## config.mk

```make
export PLATFORM = sky130hd
export DESIGN_NAME = col_pad_axis
export DESIGN_NICKNAME = d
export VERILOG_FILES = /design/src/rtl/col_pad_axis.sv
export SDC_FILE = /design/constraint.sdc
export NUM_CORES = 1
export LEC_CHECK = 0
export BUFFER_PORTS_ARGS = -buffer_cell sky130_fd_sc_hd__buf_2
export CORE_UTILIZATION = 64
export DETAILED_ROUTE_END_ITERATION = 6
export PLACE_DENSITY = 0.85
export SLEW_MARGIN = 20
export SYNTH_ARGS = -nofsm -noshare
export SYNTH_HDL_FRONTEND = slang
export SYNTH_SLANG_ARGS = --single-unit
```

## constraint.sdc

```tcl
create_clock -name clk -period 7.2 [get_ports clk]
set_input_delay 0 -clock clk [delete_from_list [all_inputs] [get_ports clk]]
set_output_delay 0 -clock clk [all_outputs]
set_load 0.02 [all_outputs]
```

## src/rtl/col_pad_axis.sv

```systemverilog
// Horizontal border padder for AXI4-Stream pixel lines: each line of W pixels leaves
// as W+2*PAD pixels with zero, edge-replicate or mirror borders.
module col_pad_axis #(
  parameter int TDATA_WIDTH = 8,
  parameter int TUSER_WIDTH = 5,
  parameter int TDEST_WIDTH = 2,
  parameter int PAD         = 2,
  parameter int PAD_MODE    = 1
) (
  input  logic                   clk,
  input  logic                   rst,
  input  logic                   s_axis_tvalid,
  output logic                   s_axis_tready,
  input  logic [TDATA_WIDTH-1:0] s_axis_tdata,
  input  logic                   s_axis_tlast,
  input  logic [TUSER_WIDTH-1:0] s_axis_tuser,
  input  logic [TDEST_WIDTH-1:0] s_axis_tdest,
  output logic                   m_axis_tvalid,
  input  logic                   m_axis_tready,
  output logic [TDATA_WIDTH-1:0] m_axis_tdata,
  output logic                   m_axis_tlast,
  output logic [TUSER_WIDTH-1:0] m_axis_tuser,
  output logic [TDEST_WIDTH-1:0] m_axis_tdest,
  output logic                   err_short
);
  localparam int CW = 4;
  localparam int AW = (PAD + 1 > 1) ? $clog2(PAD + 1) : 1;
  localparam logic [CW-1:0] PADC  = CW'(PAD);
  localparam logic [15:0]   PAD16 = 16'(PAD);

  typedef enum logic [1:0] {S_FILL, S_LEFT, S_BODY, S_RIGHT} state_t;

  state_t                   state_q, state_d;
  logic [TDATA_WIDTH-1:0]   win_q  [0:PAD];
  logic [TDATA_WIDTH-1:0]   win_d  [0:PAD];
  logic [TDATA_WIDTH-1:0]   hist_q [0:PAD];
  logic [TDATA_WIDTH-1:0]   hist_d [0:PAD];
  logic [CW-1:0]            bcnt_q, bcnt_d, pcnt_q, pcnt_d;
  logic [15:0]              pix_q, pix_d;
  logic                     got_last_q, got_last_d;
  logic [TUSER_WIDTH-1:0]   user_q, user_d;
  logic [TDEST_WIDTH-1:0]   dest_q, dest_d;
  logic                     m_valid_q, m_valid_d, m_last_q, m_last_d;
  logic [TDATA_WIDTH-1:0]   m_data_q, m_data_d;
  logic [TUSER_WIDTH-1:0]   m_user_q, m_user_d;
  logic [TDEST_WIDTH-1:0]   m_dest_q, m_dest_d;
  logic                     err_q, err_d;

  logic                     load, s_hs, pop;
  logic [CW-1:0]            cnt_after, pidx;
  logic [TDATA_WIDTH-1:0]   lval, rval;

  // Output register can take a new beat when empty or being drained this cycle.
  assign load          = !m_valid_q || m_axis_tready;
  assign s_axis_tready = !rst && ((state_q == S_FILL) ||
                                  (state_q == S_BODY && !got_last_q && load));
  assign s_hs          = s_axis_tvalid && s_axis_tready;

  assign m_axis_tvalid = m_valid_q;
  assign m_axis_tdata  = m_data_q;
  assign m_axis_tlast  = m_last_q;
  assign m_axis_tuser  = m_user_q;
  assign m_axis_tdest  = m_dest_q;
  assign err_short     = err_q;

  // Left pad reads the fill window (x[0..PAD]); right pad reads the history of the
  // last emitted body pixels, hist[k] = x[W-1-k].
  always_comb begin
    pidx = (pcnt_q > PADC) ? PADC : pcnt_q;
    case (PAD_MODE)
      0: begin lval = '0;       rval = '0;        end
      1: begin lval = win_q[0]; rval = hist_q[0]; end
      default: begin
        lval = win_q[AW'(pidx)];
        rval = hist_q[AW'(pidx)];
      end
    endcase
  end

  always_comb begin
    state_d    = state_q;
    win_d      = win_q;
    hist_d     = hist_q;
    bcnt_d     = bcnt_q;
    pcnt_d     = pcnt_q;
    pix_d      = pix_q;
    got_last_d = got_last_q;
    user_d     = user_q;
    dest_d     = dest_q;
    m_valid_d  = m_valid_q;
    m_data_d   = m_data_q;
    m_last_d   = m_last_q;
    m_user_d   = m_user_q;
    m_dest_d   = m_dest_q;
    err_d      = 1'b0;
    pop        = 1'b0;
    cnt_after  = bcnt_q;
    if (load) m_valid_d = 1'b0;

    case (state_q)
      S_FILL: begin
        if (s_hs) begin
          if (pix_q == 16'd0) begin
            user_d = s_axis_tuser;
            dest_d = s_axis_tdest;
          end
          if (s_axis_tlast && pix_q < PAD16) begin
            err_d  = 1'b1;
            pix_d  = '0;
            bcnt_d = '0;
          end else begin
            win_d[AW'(bcnt_q)] = s_axis_tdata;
            bcnt_d = bcnt_q + CW'(1);
            pix_d  = pix_q + 16'd1;
            if (pix_q == PAD16) begin
              state_d    = S_LEFT;
              pcnt_d     = PADC;
              got_last_d = s_axis_tlast;
            end
          end
        end
      end
      S_LEFT: begin
        if (load) begin
          m_valid_d = 1'b1;
          m_data_d  = lval;
          m_last_d  = 1'b0;
          m_user_d  = (pcnt_q == PADC) ? user_q : '0;
          m_dest_d  = dest_q;
          pcnt_d    = pcnt_q - CW'(1);
          if (pcnt_q == CW'(1)) state_d = S_BODY;
        end
      end
      S_BODY: begin
        pop = load && (bcnt_q != '0);
        if (pop) begin
          m_valid_d = 1'b1;
          m_data_d  = win_q[0];
          m_last_d  = 1'b0;
          m_user_d  = '0;
          m_dest_d  = dest_q;
          for (int i = 0; i < PAD; i++) win_d[i] = win_q[i+1];
          hist_d[0] = win_q[0];
          for (int i = 1; i <= PAD; i++) hist_d[i] = hist_q[i-1];
        end
        cnt_after = bcnt_q - {{(CW-1){1'b0}}, pop};
        if (s_hs) begin
          win_d[AW'(cnt_after)] = s_axis_tdata;
          got_last_d = s_axis_tlast;
          pix_d = (pix_q == 16'hFFFF) ? pix_q : pix_q + 16'd1;
        end
        bcnt_d = cnt_after + {{(CW-1){1'b0}}, s_hs};
        if (got_last_d && bcnt_d == '0) begin
          state_d = S_RIGHT;
          pcnt_d  = CW'(1);
        end
      end
      S_RIGHT: begin
        if (pcnt_q <= PADC) begin
          if (load) begin
            m_valid_d = 1'b1;
            m_data_d  = rval;
            m_last_d  = (pcnt_q == PADC);
            m_user_d  = '0;
            m_dest_d  = dest_q;
            pcnt_d    = pcnt_q + CW'(1);
          end
        end else if (m_valid_q && m_axis_tready) begin
          state_d    = S_FILL;
          pix_d      = '0;
          bcnt_d     = '0;
          got_last_d = 1'b0;
        end
      end
      default: state_d = S_FILL;
    endcase
  end

  always_ff @(posedge clk) begin
    if (rst) begin
      state_q    <= S_FILL;
      win_q      <= '{default: '0};
      hist_q     <= '{default: '0};
      bcnt_q     <= '0;
      pcnt_q     <= '0;
      pix_q      <= '0;
      got_last_q <= 1'b0;
      user_q     <= '0;
      dest_q     <= '0;
      m_valid_q  <= 1'b0;
      m_data_q   <= '0;
      m_last_q   <= 1'b0;
      m_user_q   <= '0;
      m_dest_q   <= '0;
      err_q      <= 1'b0;
    end else begin
      state_q    <= state_d;
      win_q      <= win_d;
      hist_q     <= hist_d;
      bcnt_q     <= bcnt_d;
      pcnt_q     <= pcnt_d;
      pix_q      <= pix_d;
      got_last_q <= got_last_d;
      user_q     <= user_d;
      dest_q     <= dest_d;
      m_valid_q  <= m_valid_d;
      m_data_q   <= m_data_d;
      m_last_q   <= m_last_d;
      m_user_q   <= m_user_d;
      m_dest_q   <= m_dest_d;
      err_q      <= err_d;
    end
  end
endmodule
```

==> impl_metrics.tcl, run 1 <==
set metrics [dict create \
    drc 0 \
    place.gp.congestion 0.886 \
    crit_arrival_ns 4.98 \
    yosysMostFrequentCell "dfxtp_1" \
    max_freq_mhz 213 \
    layout.nets 604 \
    peakVddDrop_uv 136 \
    grt_usage_pct 28.8 \
    hold_viol 0 \
    critPathMostFrequentCell "ha_1" \
    wl_per_cell_um 15.4 \
    grt_max_degree 72 \
    place_hpwl_um 7010 \
    yosys_warnings 0 \
    syn2layout_area_growth_pct 12.2 \
    synth_edf_count 0 \
    maxSlewViolCount 0 \
    finalSetupTns_ns 0 \
    detail-route-antenna-nets 0 \
    yosys.area.top_type "dfxtp_1" \
    setup_viol 0 \
    synth.avg_cell_area_um2 8.51 \
    die_h_um 85.8 \
    crit_chain "inv_1 > ha_1 > nor3b_1 > or2_2 > clkinv_1 > ha_1 > inv_1 > ha_1 > ha_1 > xnor2_2 > xnor2_1 > nor3_1 > a31oi_4 > or4_1 > a21oi_1" \
    synth_cell_types 54 \
    numCtsBuffers 9 \
    core_um2 6790 \
    cp_max_fo 15 \
    p_leak_nw 2.01 \
    totalWireLength_um 10200 \
    h-tree-depth 3 \
    grt_pass1_wl_um 16900 \
    cts_tree "yes" \
    worst_path_max_delay_cell "ha_1" \
    routed_via_density 6.05 \
    crit_family "simple AND/OR/NAND/NOR gates" \
    skew_ns 0.0140 \
    finalNonFillerCells 665 \
    drt_iter0_drc 243 \
    worst_setup_path_end_kind "flip-flop" \
    ys_top_cells_by_area "dfxtp_1 (37%), mux2i_1 (9.4%), ha_1 (5.6%)" \
    drive_above_1_share_pct 11.8 \
    placed_area_um2 4680 \
    critPathKind "flip-flop to flip-flop" \
    power.density_nw_per_um2 205 \
    antenna_found_initial 0 \
    die_w_um 85.8 \
    synth-seq-cells 84 \
    yosysTopAreaCellShare_pct 37.4 \
    die_area_um2 7360 \
    holdCritPathClass "input port to flip-flop" \
    grt.overflow.total 0 \
    clk_latency_ns 0.37 \
    crit_buf_inv 3 \
    initial_core_util_pct 66.2 \
    worstPathRequired_ns 7.49 \
    yosysSeqAreaShare_pct 37.4 \
    cts_sinks 84 \
    synth_fp_nets 568 \
    cts-root-buf "clkbuf_8" \
    design_area_um2 5040 \
    grt_pass1_vias 3658 \
    min_period_ns 4.69 \
    dp.cells 634 \
    outcome "finished clean" \
    synth_ff_type "dfxtp_1" \
    worst_pin_slew_ns 1.06 \
    via_count 4026 \
    cpPeakStageDelay_ns 0.56 \
    fillers 529 \
    slew_headroom_pct 28.9 \
    first_pass_iters 5 \
    clock_path_buffers 2 \
    finalCritPeriodShare_pct 65.1 \
    io_pins 39 \
    maxCapViolCount 0 \
    netlist_area_um2 4490 \
    startpoint_type "flip-flop" \
    fp-row-count 30 \
    register_area_um2 1680 \
    rsz0062_at_grt "false" \
    synth_cells 528 \
    diodes 0 \
    port-buffer-count 38 \
    ys_top_cells_by_count "dfxtp_1 (84), nand2_1 (51), nor2_1 (43), mux2i_1 (42), a21oi_1 (31)" \
    synthArstFlopShare_pct 0 \
    multiInputGateArea_um2 2620 \
    cts.clk_slew.worst_paths_ns 0.09 \
]
==> report_power, final <==
group | internal (mW) | switching [mW] | total [mW] | leakage [nW]
logic | 0.0754 | 0.123 | 0.198 | 1.23
registers | 0.482 | 0.0165 | 0.498 | 0.679
clock network | 0.138 | 0.198 | 0.335 | 0.103
==> worst register-to-register path, cell delays in order, from the launching register on <==
cell and delay, ns:
dfxtp_1 0.36, inv_1 0.16, ha_1 0.19, nor3b_1 0.31, or2_2 0.45, clkinv_1 0.53, ha_1 0.56, inv_1 0.09
ha_1 0.23, ha_1 0.23, xnor2_2 0.14, xnor2_1 0.16, nor3_1 0.40, a31oi_4 0.18, or4_1 0.52, a21oi_1 0.13
==> metrics by stage <==
step | worst slack (ns) | utilization [%] | total power [mW] | hold WS (ns)
after floorplan | 3.42 | - | 0.654 | 0.144
after global placement | 2.82 | 68.9 | 0.690 | 0.234
after detailed placement | 2.65 | 68.9 | 0.695 | 0.244
after CTS | 2.60 | 74.1 | 1.03 | 0.0667
after global routing | 2.19 | 74.2 | 1.08 | 0.100
final | 2.51 | 74.2 | 1.03 | 0.0758
==> layout make-up <==
cell class	count	share of cell area, %
tap	96	2.38
sequential	84	33.3
multi-input combinational	395	51.9
clock buffer	9	2.46
timing repair buffer	54	6.90
inverter	20	1.49
clock inverter	7	1.51
==> logic make-up (layout without fill, tap and decap cells) <==
group / count (synthesis) / after routing / synth area share [%]
fa+ha+maj: 20 / 20 / 5.57
compound gates: 119 / 119 / 18.3
xor+xnor: 16 / 16 / 3.29
flops: 84 / 84 / 37.4
simple gates: 198 / 198 / 21.5
mux: 42 / 42 / 9.35
buf+inv: 49 / 90 / 4.57
==> state kept, by name, indices dropped and copies added (netlist names) <==
register       count
rval               8
bcnt_q             4
m_axis_tdata       8
pcnt_q             4
got_last_q         1
m_axis_tuser       5
dest_q             2
user_q             5
lval               8
m_axis_tlast       1
err_short          1
pix_q             16
m_axis_tdest       2
m_axis_tvalid      1
state_q            2
win_q             16
==> placed cells by master, fill, tap and decap left out, types with 3 or more instances in the layout <==
master / count
dfxtp_1: 84
o21ai_0: 28
and3_1: 5
a22o_1: 16
a221oi_1: 3
nor3_1: 24
nand3_1: 27
nand2b_1: 6
nand4b_1: 3
nor2_1: 43
and2_1: 4
nand2_1: 51
xnor2_1: 4
inv_1: 19
inv_8: 3
nor4_1: 6
clkbuf_8: 9
dlygate4sd3_1: 15
nand4_1: 15
ha_1: 20
a22oi_1: 4
nor3b_1: 4
a211oi_1: 13
nor2b_1: 3
xor2_1: 11
mux2i_1: 42
buf_2: 38
a21oi_1: 31
==> what timing repair did <==
item | CTS | global route
gates resized for setup | 0 | 0
buffers inserted | 0 | 0
hold buffers | 15 | 0
endpoints found under the hold margin | 25 | 0
==> metal layers <==
layer | wire length, um | part of all wire (%) | global-route usage [%]
met1 | 4630 | 45 | 37.5
met3 | 582 | 5.7 | 3.95
met5 | 0 | 0 | 0
met2 | 4830 | 47 | 48.4
met4 | 190 | 1.9 | 11.5
==> final timing paths <==
path | startpoint | to | slack [ns] | depth (start not counted)
worst max register to register | bcnt_q[0] | pcnt_q[2] | 2.51 | 15
worst min register to register | rval[1] | rval[1] | 0.46 | 2
worst min-delay path | s_axis_tlast | err_short | 0.08 | 3
worst max-delay path | bcnt_q[0] | pcnt_q[2] | 2.51 | 15
No activity file was read; power rests on OpenSTA's default activity.
==> inputs of run 2 (changes only) <==
--- a/config.mk
+++ b/config.mk
@@ -6,9 +6,9 @@
 export NUM_CORES = 1
 export LEC_CHECK = 0
 export BUFFER_PORTS_ARGS = -buffer_cell sky130_fd_sc_hd__buf_2
-export CORE_UTILIZATION = 64
+export CORE_UTILIZATION = 60
 export DETAILED_ROUTE_END_ITERATION = 6
-export PLACE_DENSITY = 0.85
+export PLACE_DENSITY = 0.8
 export SLEW_MARGIN = 20
 export SYNTH_ARGS = -nofsm -noshare
 export SYNTH_HDL_FRONTEND = slang
==> constraint.sdc (replaced) <==
create_clock -name clk -period 4.5 [get_ports clk]
set_input_delay 0 -clock clk [delete_from_list [all_inputs] [get_ports clk]]
set_output_delay 0 -clock clk [all_outputs]
set_load 0.02 [all_outputs]
==> run 2 against run 1 <==
Fmax increased by 15%. Clock skew decreased by 0.0025 ns. Core utilization decreased by 3.8 points. Largest power group unchanged. Worst hold slack improved by 0.00061 ns. Highest routed layer unchanged. Largest cell class unchanged. Clock-buffer cell count unchanged. Cell area increased by 1.3%. Clock power increased by 85%. Combinational power increased by 63%. Via count increased by 0.37%.
==> impl_metrics.tcl, run 2 (synthesized netlist as in run 1, its figures left out) <==
set metrics [dict create \
    power.density_nw_per_um2 341 \
    drc 0 \
    cts_sinks 84 \
    drt_iter0_drc 221 \
    slew_headroom_pct 31.9 \
    diodes 0 \
    dp.cells 643 \
    rsz0062_at_grt "false" \
    layout.nets 610 \
    die_h_um 88.5 \
    wl_per_cell_um 15.6 \
    clock_path_buffers 2 \
    register_area_um2 1680 \
    numCtsBuffers 9 \
    p_comb_share_pct 18.5 \
    drive_above_1_share_pct 12.7 \
    pwr-share-seq_pct 45.8 \
    hold_path_end "got_last_q" \
    reg2reg_to "pcnt_q[2]" \
    place_hpwl_um 7000 \
    fp-row-count 31 \
    reg_top3 "pix_q x16, win_q x16" \
    p_switching_mw 0.522 \
    internal-power_mw 1.22 \
    port-buffer-count 38 \
    outcome "finished clean" \
    setup_viol 0 \
    via_count 4041 \
    cts_tree "yes" \
    reg2reg_depth 15 \
    finalSetupTns_ns 0 \
    worst_pin_slew_ns 1.01 \
    antenna_found_initial 0 \
    skew_ns 0.0115 \
    maxCapViolCount 0 \
    peakVddDrop_uv 186 \
    initial_core_util_pct 62.0 \
    min_from "s_axis_tlast" \
    detail-route-antenna-nets 0 \
    worst_setup_path_end_kind "flip-flop" \
    grt_pass1_wl_um 17000 \
    die_w_um 88.5 \
    rr_startpoint "bcnt_q[1]" \
    cts.clk_slew.worst_paths_ns 0.09 \
    finalNonFillerCells 674 \
    min_period_ns 4.08 \
    final_common_cell "dfxtp_1" \
    p_leak_nw 2.05 \
    h-tree-depth 3 \
    cts-root-buf "clkbuf_8" \
    worstPathRequired_ns 4.80 \
    startpoint_type "flip-flop" \
    max_freq_mhz 245 \
    fillers 556 \
    grt_usage_pct 27.8 \
    io_pins 39 \
    critPathKind "flip-flop to flip-flop" \
    layout.cells.most_common_list "dfxtp_1 (84), nand2_1 (51), nor2_1 (43), mux2i_1 (42), buf_2 (38)" \
    grt_pass1_vias 3637 \
    holdPathStages 3 \
    fin_hold_ws_ns 0.0764 \
    totalWireLength_um 10500 \
    core_um2 7250 \
    maxSlewViolCount 0 \
    first_pass_iters 5 \
    cp_max_fo 10 \
    holdCritPathClass "input port to flip-flop" \
    place.gp.congestion 0.935 \
    grt_max_degree 71 \
    die_area_um2 7840 \
    crit_arrival_ns 4.38 \
    routed_via_density 6.00 \
    clk_latency_ns 0.37 \
    p_clk_share_pct 35.6 \
    syn2layout_area_growth_pct 13.7 \
    r2r_slack_ns 0.42 \
    finalCritPeriodShare_pct 90.7 \
    multiInputGateArea_um2 2610 \
    netSwitchingFraction_pct 30.0 \
    grt.overflow.total 0 \
    hold_viol 0 \
]
==> run 2: per-layer routing <==
layer	wire [um]	track usage [%]	vias up
li1	-	-	1990
met1	4590	36.1	1909
met2	5120	46.2	124
met3	589	3.73	18
met4	220	12.5	0
met5	0	0	-
==> run 2: cell type report <==
| type | instances | share of cell area (%) |
|---|---|---|
| Multi-Input combinational cell | 395 | 51.0 |
| Sequential cell | 84 | 32.9 |
| Timing Repair Buffer | 60 | 7.69 |
| Clock buffer | 9 | 2.42 |
| Tap cell | 99 | 2.42 |
| Clock inverter | 7 | 2.03 |
| Inverter | 20 | 1.47 |
==> run 2: stage by stage <==
| step | utilization, % | worst slack, ns | cell area [um^2] | power (mW) |
|---|---|---|---|---|
| global placement | 65.2 | 0.736 | 4730 | 1.11 |
| global route | 70.4 | 0.118 | 5110 | 1.82 |
| finish | 70.4 | 0.418 | 5110 | 1.74 |
| detailed placement | 65.2 | 0.468 | 4730 | 1.12 |
| floorplan | - | 0.725 | 4490 | 1.05 |
| CTS | 70.4 | 0.436 | 5110 | 1.74 |
==> run 2: worst max-delay path by stage <==
| stage | end | from |
|---|---|---|
| 2_1_floorplan | pcnt_q[2] | bcnt_q[1] |
| 4_1_cts | pcnt_q[2] | bcnt_q[0] |
| 5_1_grt | pcnt_q[2] | bcnt_q[0] |
| 3_5_place_dp | pcnt_q[2] | bcnt_q[0] |
| 3_3_place_gp | pcnt_q[2] | bcnt_q[0] |
| 6_report | pcnt_q[2] | bcnt_q[1] |
==> run 2: power by group through the flow <==
stage	Clock (mW)	Combinational [mW]	Sequential [mW]
detailed placement	0	0.307	0.814
CTS	0.623	0.320	0.797
finish	0.620	0.323	0.797
floorplan	0	0.231	0.815
global placement	0	0.298	0.811
global route	0.660	0.357	0.802
==> run 2: worst max-delay path, cell delays in order, from the launching register on <==
cell	delay [ns]
dfxtp_1	0.43
inv_1	0.12
ha_1	0.17
nor3b_1	0.32
or2_2	0.19
clkinv_1	0.26
ha_1	0.44
inv_1	0.09
ha_1	0.23
ha_1	0.22
xnor2_2	0.14
xnor2_1	0.16
nor3_1	0.40
a31oi_4	0.18
or4_1	0.53
a21oi_1	0.14
==> run 2: repair_timing <==
item	4_1_cts	5_1_grt
endpoints found under the hold margin	25	0
setup buffers	0	0
hold buffers	15	0
gates resized for setup	0	0
